--- src/rtl/alarm_multi_ctrl.sv ---
// Multi-slot alarm controller: each slot matches wall-clock time, rings, snoozes
// or times out independently; snooze and clear act on every slot at once.
module alarm_multi_ctrl #(
    parameter int NUM_ALARMS       = 4,
    parameter int SNOOZE_MIN       = 9,
    parameter int RING_TIMEOUT_SEC = 60,
    localparam int IDX_W = (NUM_ALARMS > 1) ? $clog2(NUM_ALARMS) : 1
) (
    input  logic                  clk,
    input  logic                  rst_n,
    input  logic                  sec_tick,
    input  logic [4:0]            hr,
    input  logic [5:0]            min,
    input  logic [5:0]            sec,
    input  logic                  wr_en,
    input  logic [IDX_W-1:0]      wr_idx,
    input  logic [4:0]            wr_hr,
    input  logic [5:0]            wr_min,
    input  logic                  wr_arm,
    input  logic                  snooze,
    input  logic                  alarm_clear,
    output logic                  alarm_active,
    output logic [NUM_ALARMS-1:0] ring_mask,
    output logic                  timeout_pulse
);

    typedef enum logic [1:0] {
        IDLE    = 2'd0,
        RINGING = 2'd1,
        SNOOZED = 2'd2
    } slot_state_t;

    slot_state_t state_q      [NUM_ALARMS];
    slot_state_t state_d      [NUM_ALARMS];
    logic [4:0]  alarm_hr_q   [NUM_ALARMS];
    logic [4:0]  alarm_hr_d   [NUM_ALARMS];
    logic [5:0]  alarm_min_q  [NUM_ALARMS];
    logic [5:0]  alarm_min_d  [NUM_ALARMS];
    logic        armed_q      [NUM_ALARMS];
    logic        armed_d      [NUM_ALARMS];
    logic [4:0]  snooze_hr_q  [NUM_ALARMS];
    logic [4:0]  snooze_hr_d  [NUM_ALARMS];
    logic [5:0]  snooze_min_q [NUM_ALARMS];
    logic [5:0]  snooze_min_d [NUM_ALARMS];
    logic [7:0]  ring_cnt_q   [NUM_ALARMS];
    logic [7:0]  ring_cnt_d   [NUM_ALARMS];
    logic        wr_hit       [NUM_ALARMS];
    logic        alarm_match  [NUM_ALARMS];
    logic        snooze_match [NUM_ALARMS];

    logic        timeout_any;
    logic        snz_valid;
    logic [6:0]  min_sum;
    logic        hr_carry;
    logic [5:0]  snz_min;
    logic [4:0]  snz_hr;

    // Snooze target shared by all slots; an out-of-range wall clock never yields one.
    always_comb begin
        snz_valid = (hr <= 5'd23) && (min <= 6'd59);
        min_sum   = {1'b0, min} + 7'(SNOOZE_MIN);
        hr_carry  = (min_sum >= 7'd60);
        snz_min   = hr_carry ? 6'(min_sum - 7'd60) : min_sum[5:0];
        if (!hr_carry) begin
            snz_hr = hr;
        end else if (hr == 5'd23) begin
            snz_hr = 5'd0;
        end else begin
            snz_hr = hr + 5'd1;
        end
    end

    // Per-slot next state; priority is write > clear > snooze > timeout > match.
    always_comb begin
        timeout_any = 1'b0;
        for (int i = 0; i < NUM_ALARMS; i++) begin
            state_d[i]      = state_q[i];
            alarm_hr_d[i]   = alarm_hr_q[i];
            alarm_min_d[i]  = alarm_min_q[i];
            armed_d[i]      = armed_q[i];
            snooze_hr_d[i]  = snooze_hr_q[i];
            snooze_min_d[i] = snooze_min_q[i];
            ring_cnt_d[i]   = ring_cnt_q[i];

            wr_hit[i]       = wr_en && (int'(wr_idx) == i);
            alarm_match[i]  = armed_q[i] && sec_tick && (hr == alarm_hr_q[i]) &&
                              (min == alarm_min_q[i]) && (sec == 6'd0);
            snooze_match[i] = sec_tick && (hr == snooze_hr_q[i]) &&
                              (min == snooze_min_q[i]) && (sec == 6'd0);

            if (wr_hit[i]) begin
                alarm_hr_d[i]  = wr_hr;
                alarm_min_d[i] = wr_min;
                armed_d[i]     = wr_arm;
                state_d[i]     = IDLE;
                ring_cnt_d[i]  = 8'd0;
            end else if (alarm_clear) begin
                state_d[i]     = IDLE;
                ring_cnt_d[i]  = 8'd0;
            end else begin
                case (state_q[i])
                    IDLE: begin
                        if (alarm_match[i]) begin
                            state_d[i]    = RINGING;
                            ring_cnt_d[i] = 8'd0;
                        end
                    end
                    RINGING: begin
                        if (snooze && snz_valid) begin
                            state_d[i]      = SNOOZED;
                            snooze_hr_d[i]  = snz_hr;
                            snooze_min_d[i] = snz_min;
                            ring_cnt_d[i]   = 8'd0;
                        end else if (sec_tick) begin
                            if (ring_cnt_q[i] == 8'(RING_TIMEOUT_SEC - 1)) begin
                                state_d[i]    = IDLE;
                                ring_cnt_d[i] = 8'd0;
                                timeout_any   = 1'b1;
                            end else begin
                                ring_cnt_d[i] = ring_cnt_q[i] + 8'd1;
                            end
                        end
                    end
                    SNOOZED: begin
                        if (snooze_match[i]) begin
                            state_d[i]    = RINGING;
                            ring_cnt_d[i] = 8'd0;
                        end
                    end
                    default: begin
                        state_d[i]    = IDLE;
                        ring_cnt_d[i] = 8'd0;
                    end
                endcase
            end
        end
    end

    always_ff @(posedge clk or negedge rst_n) begin
        if (!rst_n) begin
            for (int i = 0; i < NUM_ALARMS; i++) begin
                state_q[i]      <= IDLE;
                alarm_hr_q[i]   <= 5'd0;
                alarm_min_q[i]  <= 6'd0;
                armed_q[i]      <= 1'b0;
                snooze_hr_q[i]  <= 5'd0;
                snooze_min_q[i] <= 6'd0;
                ring_cnt_q[i]   <= 8'd0;
            end
            timeout_pulse <= 1'b0;
        end else begin
            for (int i = 0; i < NUM_ALARMS; i++) begin
                state_q[i]      <= state_d[i];
                alarm_hr_q[i]   <= alarm_hr_d[i];
                alarm_min_q[i]  <= alarm_min_d[i];
                armed_q[i]      <= armed_d[i];
                snooze_hr_q[i]  <= snooze_hr_d[i];
                snooze_min_q[i] <= snooze_min_d[i];
                ring_cnt_q[i]   <= ring_cnt_d[i];
            end
            timeout_pulse <= timeout_any;
        end
    end

    always_comb begin
        ring_mask = '0;
        for (int i = 0; i < NUM_ALARMS; i++) begin
            ring_mask[i] = (state_q[i] == RINGING);
        end
    end

    assign alarm_active = |ring_mask;

endmodule

--- config.mk ---
export PLATFORM = sky130hd
export DESIGN_NAME = alarm_multi_ctrl
export DESIGN_NICKNAME = d
export VERILOG_FILES = /design/src/rtl/alarm_multi_ctrl.sv
export SDC_FILE = /design/constraint.sdc
export NUM_CORES = 1
export LEC_CHECK = 0
export BUFFER_PORTS_ARGS = -buffer_cell sky130_fd_sc_hd__buf_4
export CORE_UTILIZATION = 45
export DETAILED_ROUTE_END_ITERATION = 10
export SKIP_CTS_REPAIR_TIMING = 1
export SLEW_MARGIN = 0
export SYNTH_ARGS = -nofsm -noshare
export SYNTH_HDL_FRONTEND = slang
export SYNTH_SLANG_ARGS = --single-unit
--- constraint.sdc ---
create_clock -name clk -period 2.5 [get_ports clk]
set_input_delay 0.125 -clock clk [delete_from_list [all_inputs] [get_ports clk]]
set_output_delay 0.125 -clock clk [all_outputs]
set_load 0.005 [all_outputs]
==> metrics.csv, run 1 <==
stage,metric,value,unit
critical_path,Crit path arrival time,2.55,ns
clock_tree,H-tree depth,4,
die,Initial Util,0.464,
power,maximum vdd drop,0.000527,V
timing,Max-slew headroom,0.342,
synthesis,Mapped Area,0.00746,mm^2
clock_tree,total clock sinks,133,
place,Port Buffers,42,
route,# DRC,0,
die,die span in y,131,um
critical_path,Setup CP Type,register to register,
global_route,GR Util All Layers,0.242,
critical_path,critical path peak fanout,5,
finish,area of the multi-input gates,0.00388,mm^2
critical_path,Worst Path Required,2.81,ns
critical_path,"Largest stage delay, worst path",0.55,ns
timing,measured slew at the worst slew-check pin,0.980,ns
power,PD cells,706,mW/mm^2
critical_path,type of origin of the critical path,register,
synthesis,Most used DFF post-synth,dfrtp_1,
power,Net Sw Power,1780,uW
place,dpl hpwl,13.9,mm
route,1st-pass router iterations,5,
global_route,final global-route overflow total,0,
power,Sw Share,0.286,
timing,minimum clock period,2.24,ns
power,sequential power share,0.434,
timing,Max Clock Freq,446,MHz
global_route,initial antenna violation count,0,
run_status,status,"finished, final reports clean",
die,I/O pins,43,
clock_tree,Clock transition at path regs,0.06,ns
route,initial DRC count,325,
synthesis,"count leader, synth",dfrtp_1,
global_route,first-pass GRT wire length,30.8,mm
clock_tree,CTS buffer count,17,
critical_path,largest delay contributor family on the critical path,simple AND/OR/NAND/NOR gates,
synthesis,"top cells by area, synth","dfrtp_1 45%, mux2_2 7.2%, xnor2_1 5.9%",
critical_path,CP Cell Sequence,xor2_1 -> nor4_1 -> a41oi_1 -> a21oi_1 -> nor2_1 -> mux2_2,
synthesis,Avg Inst Size Synth,10.2,um^2
clock_tree,clk root buf,clkbuf_16,
timing,Final Max Slew Viols,0,
global_route,largest net degree at the start of global routing,46,
finish,final net count,848,
route,DR vias,5827,
finish,FILL cells,1423,
global_route,number of global-route vias before repair,5692,
die,area of the die,0.0171,mm^2
critical_path,Crit. End Element,register,
synthesis,Post-synth EDFFs,0,
timing,Hold Fails Final Rpt,0,
power,Clock power frac,0.382,
synthesis,leading area contributor after synthesis,dfrtp_1,
power,Leak,0.00388,uW
route,Via density,5.65,
finish,layout cells sized above 1,0.219,
clock_tree,worst skew pair latency,0.42,ns
synthesis,Synth top area share,0.446,
clock_tree,Clock Path Buffers,2,
synthesis,syn_nets,774,
finish,# diodes,0,
timing,hold_ws,0.0539,ns
place,GP Congestion,0.929,
synthesis,Synth async-reset ratio,1.00,
synthesis,Yosys cell types,74,
die,# rows,46,
timing,RSZ-0062 raised after global routing,false,
power,Pint,4440,uW
synthesis,synthesized instance count,729,
finish,Sequential cell area,0.00333,mm^2
synthesis,Syn. warnings,0,
die,CORE AREA,0.0161,mm^2
timing,Setup TNS Final,0,ns
synthesis,synth cell count leaders,"133 x dfrtp_1, 94 x nand2_1, 50 x xnor2_1",
run,max cap viols,0,
route,routed wire length per instance,18.3,um
timing,Final Setup Violations,0,
finish,area growth from synthesis to layout,18.1,%
min_path,Tightest Hold Check Type,primary input to register,
timing,crit share post-route,0.896,
die,Die Span X,131,um
clock_tree,CTS tree,done,
route,DRT antenna net count,0,
route,final wirelength,18.9,mm
timing,worst-case clock skew,0.00741,ns
critical_path,Critical path buffers and inverters,0,
power,combinational share of power,0.183,
synthesis,#FFs+latches synth,133,
synthesis,sequential area share after synthesis,0.446,
critical_path,CP max-delay cell,nor4_1,
-- stage by stage --
stage	utilization	instances	worst slack (ns)	power (uW)	instance area, um^2
after global routing	0.548	1032	0.109	6520	8800
after floorplan	-	729	0.170	3460	7460
after global placement	0.505	987	0.0958	3820	8110
after CTS	0.540	1019	0.285	6260	8670
after detailed placement	0.505	987	-0.0481	3860	8110
final	0.548	1032	0.260	6220	8800
-- placed cells by master, fill, tap and decap left out, types with 13 or more instances in the layout --
master and n:
a21oi_1 24, and3_1 16, buf_4 73, clkbuf_16 17
dfrtp_1 133, dlygate4sd3_1 13, mux2_2 48, nand2_1 94
nand3_1 30, nand4_1 17, nor2_1 28, nor4_1 16
o21ai_0 42, xnor2_1 50, xor2_1 45
-- cells by family (layout without fill, tap and decap cells) --
group,after synthesis,count (layout),synth area share
flops,133,133,0.446
mux,53,53,0.0799
compound gates,133,133,0.126
xor+xnor,95,95,0.112
fa+ha+maj,8,8,0.0134
simple gates,262,262,0.190
buf+inv,45,132,0.0331
-- registers in the layout, summed over array words and instances (netlist names) --
signal,count
timeout_pulse,1
snooze_hr_q,20
state_q,8
alarm_hr_q,20
alarm_min_q,24
snooze_min_q,24
ring_cnt_q,32
armed_q,4
-- worst reg2reg max path, stage by stage (launching register included) --
cell	delay (ns)
dfrtp_1	0.39
xor2_1	0.14
nor4_1	0.55
a41oi_1	0.25
a21oi_1	0.34
nor2_1	0.17
mux2_2	0.29
-- per-layer routing --
metal	wire length, um	global-route usage	up-vias
met5	0	0	-
met4	391	0.0906	0
met3	756	0.0521	24
met2	8690	0.372	121
met1	9060	0.334	2914
li1	-	-	2768
-- worst paths after layout --
check                                            startpoint  cells past startpoint                           to  slack (ns)
worst max-delay path            alarm_min_q[19]$_DFFE_PN0P_                      6   ring_cnt_q[24]$_DFFE_PN0P_        0.26
worst min-delay path                               sec_tick                      3    ring_cnt_q[2]$_DFFE_PN0P_        0.05
max in group asynchronous                             rst_n                      3  alarm_min_q[16]$_DFFE_PN0P_        1.57
worst max register to register  alarm_min_q[19]$_DFFE_PN0P_                      6   ring_cnt_q[24]$_DFFE_PN0P_        0.26
min in group asynchronous                             rst_n                      2    ring_cnt_q[5]$_DFFE_PN0P_        0.26
worst min register to register       armed_q[1]$_DFFE_PN0P_                      2       armed_q[1]$_DFFE_PN0P_        0.48
-- layout make-up --
| class | instances | area share |
|---|---|---|
| Clock inverter | 10 | 0.0111 |
| Tap cell | 216 | 0.0307 |
| Timing Repair Buffer | 88 | 0.0816 |
| Clock buffer | 22 | 0.0527 |
| Sequential cell | 133 | 0.378 |
| Multi-Input combinational cell | 551 | 0.441 |
| Inverter | 12 | 0.00512 |
-- power groups by stage --
stage	sequential [uW]	combinational, uW	clock, uW
floorplan	2670	784	0
global placement	2720	1100	0
detailed placement	2740	1120	0
CTS	2700	1130	2430
global route	2730	1260	2530
finish	2700	1140	2380
No activity file was read; power rests on OpenSTA's default activity.
==> run 2, diff against run 1 <==
--- a/config.mk
+++ b/config.mk
@@ -6,8 +6,9 @@
 export NUM_CORES = 1
 export LEC_CHECK = 0
 export BUFFER_PORTS_ARGS = -buffer_cell sky130_fd_sc_hd__buf_4
-export CORE_UTILIZATION = 45
+export CORE_UTILIZATION = 55
 export DETAILED_ROUTE_END_ITERATION = 10
+export PLACE_DENSITY = 0.73
 export SKIP_CTS_REPAIR_TIMING = 1
 export SLEW_MARGIN = 0
 export SYNTH_ARGS = -nofsm -noshare
==> metrics.csv, run 2 (synthesis gave the netlist of run 1 again) <==
stage,metric,value,unit
finish,area growth from synthesis to layout,17.6,%
power,PD cells,736,mW/mm^2
critical_path,largest delay contributor family on the critical path,simple AND/OR/NAND/NOR gates,
critical_path,Crit. End Element,register,
die,area of the die,0.0140,mm^2
finish,final instance area,0.00876,mm^2
die,Die Span X,118,um
route,Via density,6.06,
finish,FILL cells,1042,
timing,Final Setup Violations,0,
critical_path,CP Cell Sequence,xor2_1 -> nor4_1 -> buf_4 -> nand4_1 -> a21oi_1 -> nor2_1 -> mux2_2,
global_route,number of global-route vias before repair,6046,
critical_path,Setup CP Type,register to register,
timing,Max-slew headroom,0.304,
clock_tree,total clock sinks,133,
clock_tree,CTS buffer count,17,
clock_tree,clk root buf,clkbuf_16,
timing,worst-case clock skew,0.00812,ns
die,CORE AREA,0.0132,mm^2
global_route,initial antenna violation count,0,
clock_tree,Clock transition at path regs,0.06,ns
power,Leak,0.00388,uW
timing,Setup TNS Final,0,ns
finish,# diodes,0,
run_status,status,"finished, final reports clean",
route,DR vias,5988,
critical_path,register-to-register setup slack,0.07,ns
place,dpl hpwl,13.3,mm
route,1st-pass router iterations,5,
critical_path,Crit path arrival time,2.73,ns
run,max cap viols,0,
power,maximum vdd drop,0.000622,V
min_path,Tightest Hold Check Type,primary input to register,
critical_path,CP max-delay cell,nor4_1,
global_route,GR Util All Layers,0.292,
timing,Final Max Slew Viols,0,
place,Placed Instance Area,0.00803,mm^2
critical_path,"Largest stage delay, worst path",0.55,ns
place,GP Congestion,0.903,
route,routed wire length per instance,19.5,um
finish,biggest registers after layout,"ring_cnt_q x32, alarm_min_q x24, snooze_min_q x24",
critical_path,type of origin of the critical path,register,
die,I/O pins,43,
global_route,first-pass GRT wire length,31.3,mm
global_route,largest net degree at the start of global routing,55,
finish,"most common cell after layout, fill and taps aside",dfrtp_1,
critical_path,critical path peak fanout,5,
finish,Largest Register,ring_cnt_q,
finish,Largest register FFs,32,
finish,final net count,845,
route,final wirelength,19.2,mm
route,DRT antenna net count,0,
route,initial DRC count,490,
clock_tree,CTS tree,done,
timing,crit share post-route,0.973,
die,Initial Util,0.563,
critical_path,Worst Path Required,2.80,ns
clock_tree,worst skew pair latency,0.42,ns
critical_path,Critical path buffers and inverters,1,
timing,hold_ws,0.0766,ns
die,die span in y,118,um
timing,Max Clock Freq,411,MHz
global_route,final global-route overflow total,0,
timing,minimum clock period,2.43,ns
finish,most frequent cells in the layout,"133 x dfrtp_1, 94 x nand2_1, 71 x buf_4",
timing,measured slew at the worst slew-check pin,1.04,ns
route,# DRC,0,
clock_tree,Clock Path Buffers,2,
finish,layout cells sized above 1,0.214,
timing,RSZ-0062 raised after global routing,false,
place,Port Buffers,42,
die,# rows,42,
timing,Hold Fails Final Rpt,0,
clock_tree,H-tree depth,4,
## run 2: metrics by stage
step	setup slack, ns	total power [uW]	instances	util
after global placement	0.161	3790	944	0.606
after CTS	0.150	6450	975	0.652
after detailed placement	0.0302	3840	944	0.606
final	0.0683	6450	988	0.662
after global routing	0.0213	6720	988	0.662
after floorplan	0.170	3460	729	-
## run 2: final timing paths
check	start	to	cells after the start
setup / recovery	snooze_hr_q[19]$_DFFE_PN0P_	ring_cnt_q[24]$_DFFE_PN0P_	7
hold / removal	sec_tick	ring_cnt_q[2]$_DFFE_PN0P_	3
setup reg to reg	snooze_hr_q[19]$_DFFE_PN0P_	ring_cnt_q[24]$_DFFE_PN0P_	7
hold reg to reg	armed_q[1]$_DFFE_PN0P_	armed_q[1]$_DFFE_PN0P_	2
max in group asynchronous	rst_n	alarm_hr_q[13]$_DFFE_PN0P_	3
min in group asynchronous	rst_n	ring_cnt_q[3]$_DFFE_PN0P_	2
## run 2: area by class of cell
type | count | area [um^2] | area share
clock inverters | 9 | 153 | 0.0174
flip-flops and latches | 133 | 3330 | 0.380
inverters | 12 | 45.0 | 0.00514
well taps | 176 | 220 | 0.0251
repair buffers | 85 | 683 | 0.0779
multi-input cells | 551 | 3880 | 0.443
clock buffers | 22 | 454 | 0.0518
## run 2: power by group
part	switching [uW]	total (uW)	internal, uW
logic	600	1150	545
clock network	923	2610	1680
registers	228	2700	2470
## run 2: per-layer routing
layer,part of all wire,track usage
met2,0.49,0.475
met3,0.055,0.0647
met4,0.022,0.119
met5,0,0
met1,0.44,0.378
## run 2: worst register-to-register path, stage by stage, from the launching register on
cell,delay (ns)
dfrtp_1,0.40
xor2_1,0.15
nor4_1,0.55
buf_4,0.22
nand4_1,0.15
a21oi_1,0.38
nor2_1,0.17
mux2_2,0.29
